<file path="src/rtl/pipe_addsub.sv">
`default_nettype none
// ============================================================================
// pipe_addsub : pipelined signed adder/subtractor, one SEG-bit ripple segment
//               per stage, valid/ready flow control and optional saturation.
// Rev 1.0
// ============================================================================
module pipe_addsub #(
   parameter int WIDTH = 16,
   parameter int SEG   = 4,
   parameter int SAT   = 0
) (
   input  logic             clk,
   input  logic             rst_n,
   input  logic             in_valid,
   output logic             in_ready,
   input  logic [WIDTH-1:0] a,
   input  logic [WIDTH-1:0] b,
   input  logic             cin,
   input  logic             sub,
   output logic             out_valid,
   input  logic             out_ready,
   output logic [WIDTH-1:0] sum,
   output logic             cout,
   output logic             ovf
);

   localparam int STAGES = WIDTH / SEG;
   localparam int LAST   = STAGES - 1;

   localparam logic [WIDTH-1:0] c_max_pos = {1'b0, {(WIDTH-1){1'b1}}};
   localparam logic [WIDTH-1:0] c_min_neg = {1'b1, {(WIDTH-1){1'b0}}};

   logic [STAGES-1:0] w_valid;
   logic [STAGES-1:0] w_load;
   logic              w_all_full;
   logic [WIDTH-1:0]  w_a_q  [STAGES];
   logic [WIDTH-1:0]  w_b_q  [STAGES];
   logic [WIDTH-1:0]  w_s_q  [STAGES];
   logic              w_c_q  [STAGES];
   logic              w_cm_q [STAGES];

   // A stage can load whenever any stage at or below it is empty, so bubbles
   // collapse even while the output is stalled.
   always_comb begin
      w_load     = '0;
      w_all_full = 1'b1;
      for (int k = 0; k < STAGES; k++) begin
         w_all_full = 1'b1;
         for (int j = k; j < STAGES; j++) begin
            w_all_full = w_all_full & w_valid[j];
         end
         w_load[k] = out_ready | ~w_all_full;
      end
   end

   for (genvar k = 0; k < STAGES; k++) begin : g_stage
      logic             w_up_v;
      logic [WIDTH-1:0] w_a_in;
      logic [WIDTH-1:0] w_b_in;
      logic [WIDTH-1:0] w_s_in;
      logic             w_c_in;
      logic [WIDTH-1:0] w_s_nxt;
      logic             w_c_nxt;
      logic             w_cm_nxt;
      logic             w_carry;
      logic             r_vld;
      logic [WIDTH-1:0] r_a;
      logic [WIDTH-1:0] r_b;
      logic [WIDTH-1:0] r_s;
      logic             r_c;
      logic             r_cm;

      if (k == 0) begin : g_first
         assign w_up_v = in_valid;
         assign w_a_in = a;
         assign w_b_in = sub ? ~b : b;
         assign w_c_in = sub ? ~cin : cin;
         assign w_s_in = '0;
      end else begin : g_next
         assign w_up_v = w_valid[k-1];
         assign w_a_in = w_a_q[k-1];
         assign w_b_in = w_b_q[k-1];
         assign w_c_in = w_c_q[k-1];
         assign w_s_in = w_s_q[k-1];
      end

      always_comb begin
         w_s_nxt  = w_s_in;
         w_carry  = w_c_in;
         w_cm_nxt = w_c_in;
         for (int i = k*SEG; i < (k+1)*SEG; i++) begin
            w_cm_nxt   = w_carry;
            w_s_nxt[i] = w_a_in[i] ^ w_b_in[i] ^ w_carry;
            w_carry    = (w_a_in[i] & w_b_in[i]) | (w_carry & (w_a_in[i] ^ w_b_in[i]));
         end
         w_c_nxt = w_carry;
      end

      always_ff @(posedge clk or negedge rst_n) begin
         if (!rst_n) begin
            r_vld <= 1'b0;
            r_a   <= '0;
            r_b   <= '0;
            r_s   <= '0;
            r_c   <= 1'b0;
            r_cm  <= 1'b0;
         end else if (w_load[k]) begin
            r_vld <= w_up_v;
            if (w_up_v) begin
               r_a  <= w_a_in;
               r_b  <= w_b_in;
               r_s  <= w_s_nxt;
               r_c  <= w_c_nxt;
               r_cm <= w_cm_nxt;
            end
         end
      end

      assign w_valid[k] = r_vld;
      assign w_a_q[k]   = r_a;
      assign w_b_q[k]   = r_b;
      assign w_s_q[k]   = r_s;
      assign w_c_q[k]   = r_c;
      assign w_cm_q[k]  = r_cm;
   end

   // Operand bits already consumed and the last stage's copies have no reader.
   logic w_unused_ok;
   assign w_unused_ok = ^{w_a_q[LAST], w_b_q[LAST]};

   assign in_ready  = w_load[0];
   assign out_valid = w_valid[LAST];
   assign cout      = w_c_q[LAST];
   assign ovf       = w_cm_q[LAST] ^ w_c_q[LAST];

   // On overflow the wrapped sign is opposite to A, so it selects the clamp.
   assign sum = ((SAT != 0) && ovf) ? (w_s_q[LAST][WIDTH-1] ? c_max_pos : c_min_neg)
                                    : w_s_q[LAST];

endmodule
`default_nettype wire

</file>
<file path="config.mk">
export PLATFORM = sky130hd
export DESIGN_NAME = pipe_addsub
export DESIGN_NICKNAME = d
export VERILOG_FILES = /design/src/rtl/pipe_addsub.sv
export SDC_FILE = /design/constraint.sdc
export NUM_CORES = 1
export LEC_CHECK = 0
export CORE_ASPECT_RATIO = 1.2
export CORE_MARGIN = 2
export CORE_UTILIZATION = 49
export CTS_CLUSTER_SIZE = 20
export DETAILED_ROUTE_END_ITERATION = 8
export PLACE_DENSITY = 0.75
export SYNTH_ARGS = -nofsm -noshare
export SYNTH_HDL_FRONTEND = slang
export SYNTH_SLANG_ARGS = --single-unit
</file>
<file path="constraint.sdc">
create_clock -name clk -period 2.3 [get_ports clk]
set_clock_uncertainty 0.1 [all_clocks]
set_input_delay 0.23 -clock clk [delete_from_list [all_inputs] [get_ports clk]]
set_output_delay 0.23 -clock clk [all_outputs]
set_load 0.05 [all_outputs]
</file>
==> results.toml <==
[outcome]
status = "finished, violations left"
failed_checks = "setup timing"

[clock_tree]
worstSkewPairLatency_ps = 350
cts.sinks = 97
cts_buffer_depth = 2
cts_made_buffers = 9
htreeDepth = 3
cts_tree = "yes"
clk_pin_slew_ps = 90
cts-root-buf = "clkbuf_8"

[synth]
seq_area_frac_synth = 0.573
syn_inst = 282
synth_nets = 336
synth_ff_type = "dfrtp_1"
synth_top_area_frac = 0.573
avgSynthCellArea_um2 = 15.0
async_reset_ff_frac = 1.00
synth-seq-cells = 97
synth-edff-count = 0
synthTopCellsByCount = "dfrtp_1, mux2_2, inv_1, fa_1, mux2i_1"
ys_types = 19
synth_area_leaders = "dfrtp_1, mux2_2, fa_1"
synth.largest_area_cell = "dfrtp_1"
synth_area_um2 = 4230
yosysMostFrequentCell = "dfrtp_1"
ys_warn_count = 0

[power]
p_per_area_nw_per_um2 = 1190
p_leak_nw = 2.39
peakVddDrop_mv = 0.527

[timing]
relSlewSlack = 0.549
hold_violations = 0
rsz0062_at_grt = "true"
post-route-period-util = 1.01
whs_ps = 326
maxSlewViolCount = 0
max_freq_mhz = 429
min_period_ps = 2330
worst_slack_ps = -29.7
setup_viol = 1
tightestPinTransition_ps = 676

[detailed_routing]
drt_iter0_drc = 86
wl_per_cell_um = 14.6
avgViaCountPerCell = 4.87
final_antenna_net_count = 0
vias = 2304
drc_errors = 0
routed_wirelength_um = 6900
drt-pass1-iter-count = 4

[floorplan]
core_um2 = 8470
dieArea_um2 = 9400
ioPinCount = 58
start_util = 0.500
rows = 37
fp.dieH_um = 106
fp.dieW_um = 88.9

[final_layout]
syn_to_final_growth_pct = 26.0
drive_gt1_frac = 0.374
final_nets = 408
layout.cells.non_filler = 473
nFillCells = 645
antennaDiodeCount = 0
final_cell_area_um2 = 5340

[placement]
dpl_cell_area_um2 = 5040
gp_congestion = 0.705
place_hpwl_um = 4710
dpl.cell_count = 455
place_ws_ps = -729
port_buffers = 57

[global_route]
grt_pass1_wl_um = 11600
antenna_found_initial = 0
grt_max_degree = 54
grt_usage = 0.166
grt.overflow.total = 0
grt_pass1_vias = 2407

[worst_setup_path]
path_class = "reg2reg"
arrival_ps = 2470
crit_chain = "inv_2 -> fa_2 -> inv_2 -> fa_2 -> inv_2 -> fa_2 -> inv_2 -> fa_1 -> mux2_2"
crit_fanout = 2
crit_top_cell = "inv_2"
slowest_stage = "fa_1"
end_kind = "flip-flop"
crit_required_ps = 2440
start_kind = "flip-flop"
cpPeakStageDelay_ps = 400

[worst_hold_path]
min_path_type = "in2reg"

[job]
maxCapViolCount = 0
path summary, 6_finish.rpt:
kind	endpoint	depth (start not counted)	slack (ps)	startpoint
max reg2reg	sum[15]$_DFFE_PN0P_	9	-30	g_stage[2].r_a[12]$_DFFE_PN0P_
min	g_stage[0].r_s[0]$_DFFE_PN0P_	4	330	b[0]
max	sum[15]$_DFFE_PN0P_	9	-30	g_stage[2].r_a[12]$_DFFE_PN0P_
min reg2reg	sum[3]$_DFFE_PN0P_	1	410	g_stage[2].r_s[3]$_DFFE_PN0P_
max in group asynchronous	g_stage[1].r_s[1]$_DFFE_PN0P_	3	1080	rst_n
min in group asynchronous	sum[0]$_DFFE_PN0P_	2	350	rst_n
final cells by class:
| class | count | area (um2) | share of cell area |
|---|---|---|---|
| Clock buffer | 9 | 124 | 0.0232 |
| Sequential cell | 97 | 2430 | 0.455 |
| Multi-Input combinational cell | 139 | 1670 | 0.313 |
| Clock inverter | 4 | 95.1 | 0.0178 |
| Tap cell | 117 | 146 | 0.0274 |
| Inverter | 36 | 135 | 0.0253 |
| Timing Repair Buffer | 71 | 737 | 0.138 |
per-stage QoR:
step	utilization	setup TNS [ps]	total power, mW
after global placement	0.595	-1090	5.04
after floorplan	-	-357	4.34
after global routing	0.630	-98.9	6.77
final	0.630	-29.7	6.36
after CTS	0.627	-112	6.43
after detailed placement	0.595	-1300	5.14
kinds of logic after synthesis:
logic type	Yosys count	share of synthesized area
multiplexers	93	0.248
XOR/XNOR	18	0.0372
adder cells (fa/ha/maj)	16	0.0757
AND/OR/NAND/NOR	9	0.0130
buffers and inverters	46	0.0473
flip-flops	97	0.573
AO/OA/AOI/OAI	3	0.00561
timing repair:
action                                  4_1_cts  5_1_grt
pin swaps                                     9        2
gates resized for setup                      20        6
gates cloned                                  0        0
hold buffers                                  1        0
setup buffers                                 2        2
endpoints found under the setup margin        2        4
hold endpoints to repair                     51        0
where the power goes:
| part | total [mW] | internal, mW | switching [mW] |
|---|---|---|---|
| Combinational | 2.45 | 1.18 | 1.27 |
| Sequential | 2.68 | 2.33 | 0.342 |
| Clock | 1.24 | 0.703 | 0.534 |
layer usage:
metal	up-vias	global-route usage	wire (um)
met5	-	0	0
li1	1057	-	-
met1	1197	0.217	2970
met4	0	0.0617	97
met2	43	0.268	3590
met3	7	0.0360	234
cells in the final DEF (no fill, tap or decap), types with 2 or more instances in the layout:
cell	count
clkbuf_8	9
xnor2_1	4
fa_1	7
nand2_1	3
dlygate4sd2_1	2
bufinv_16	3
clkdlybuf4s50_1	51
inv_1	27
buf_4	9
dfrtp_1	97
inv_2	9
nand2b_1	3
mux2i_1	13
xor2_1	12
fa_2	9
mux2_2	74
mux2_4	6
buf_12	5
worst max-delay path, delay by kind of cell, from the launching register on:
kind / cells / cell delay, ps
buf+inv: 4 / 230
flops: 1 / 360
fa+ha+maj: 4 / 1280
mux: 1 / 260
state kept, by name, indices dropped and copies added, names as in the netlist:
signal,flops
g_stage.r_a,24
g_stage.r_b,24
g_stage.r_s,24
sum,16
g_stage.r_c,3
g_stage.r_vld,3
cout,1
g_stage.r_cm,1
out_valid,1
(Power assumes the default switching activity.)
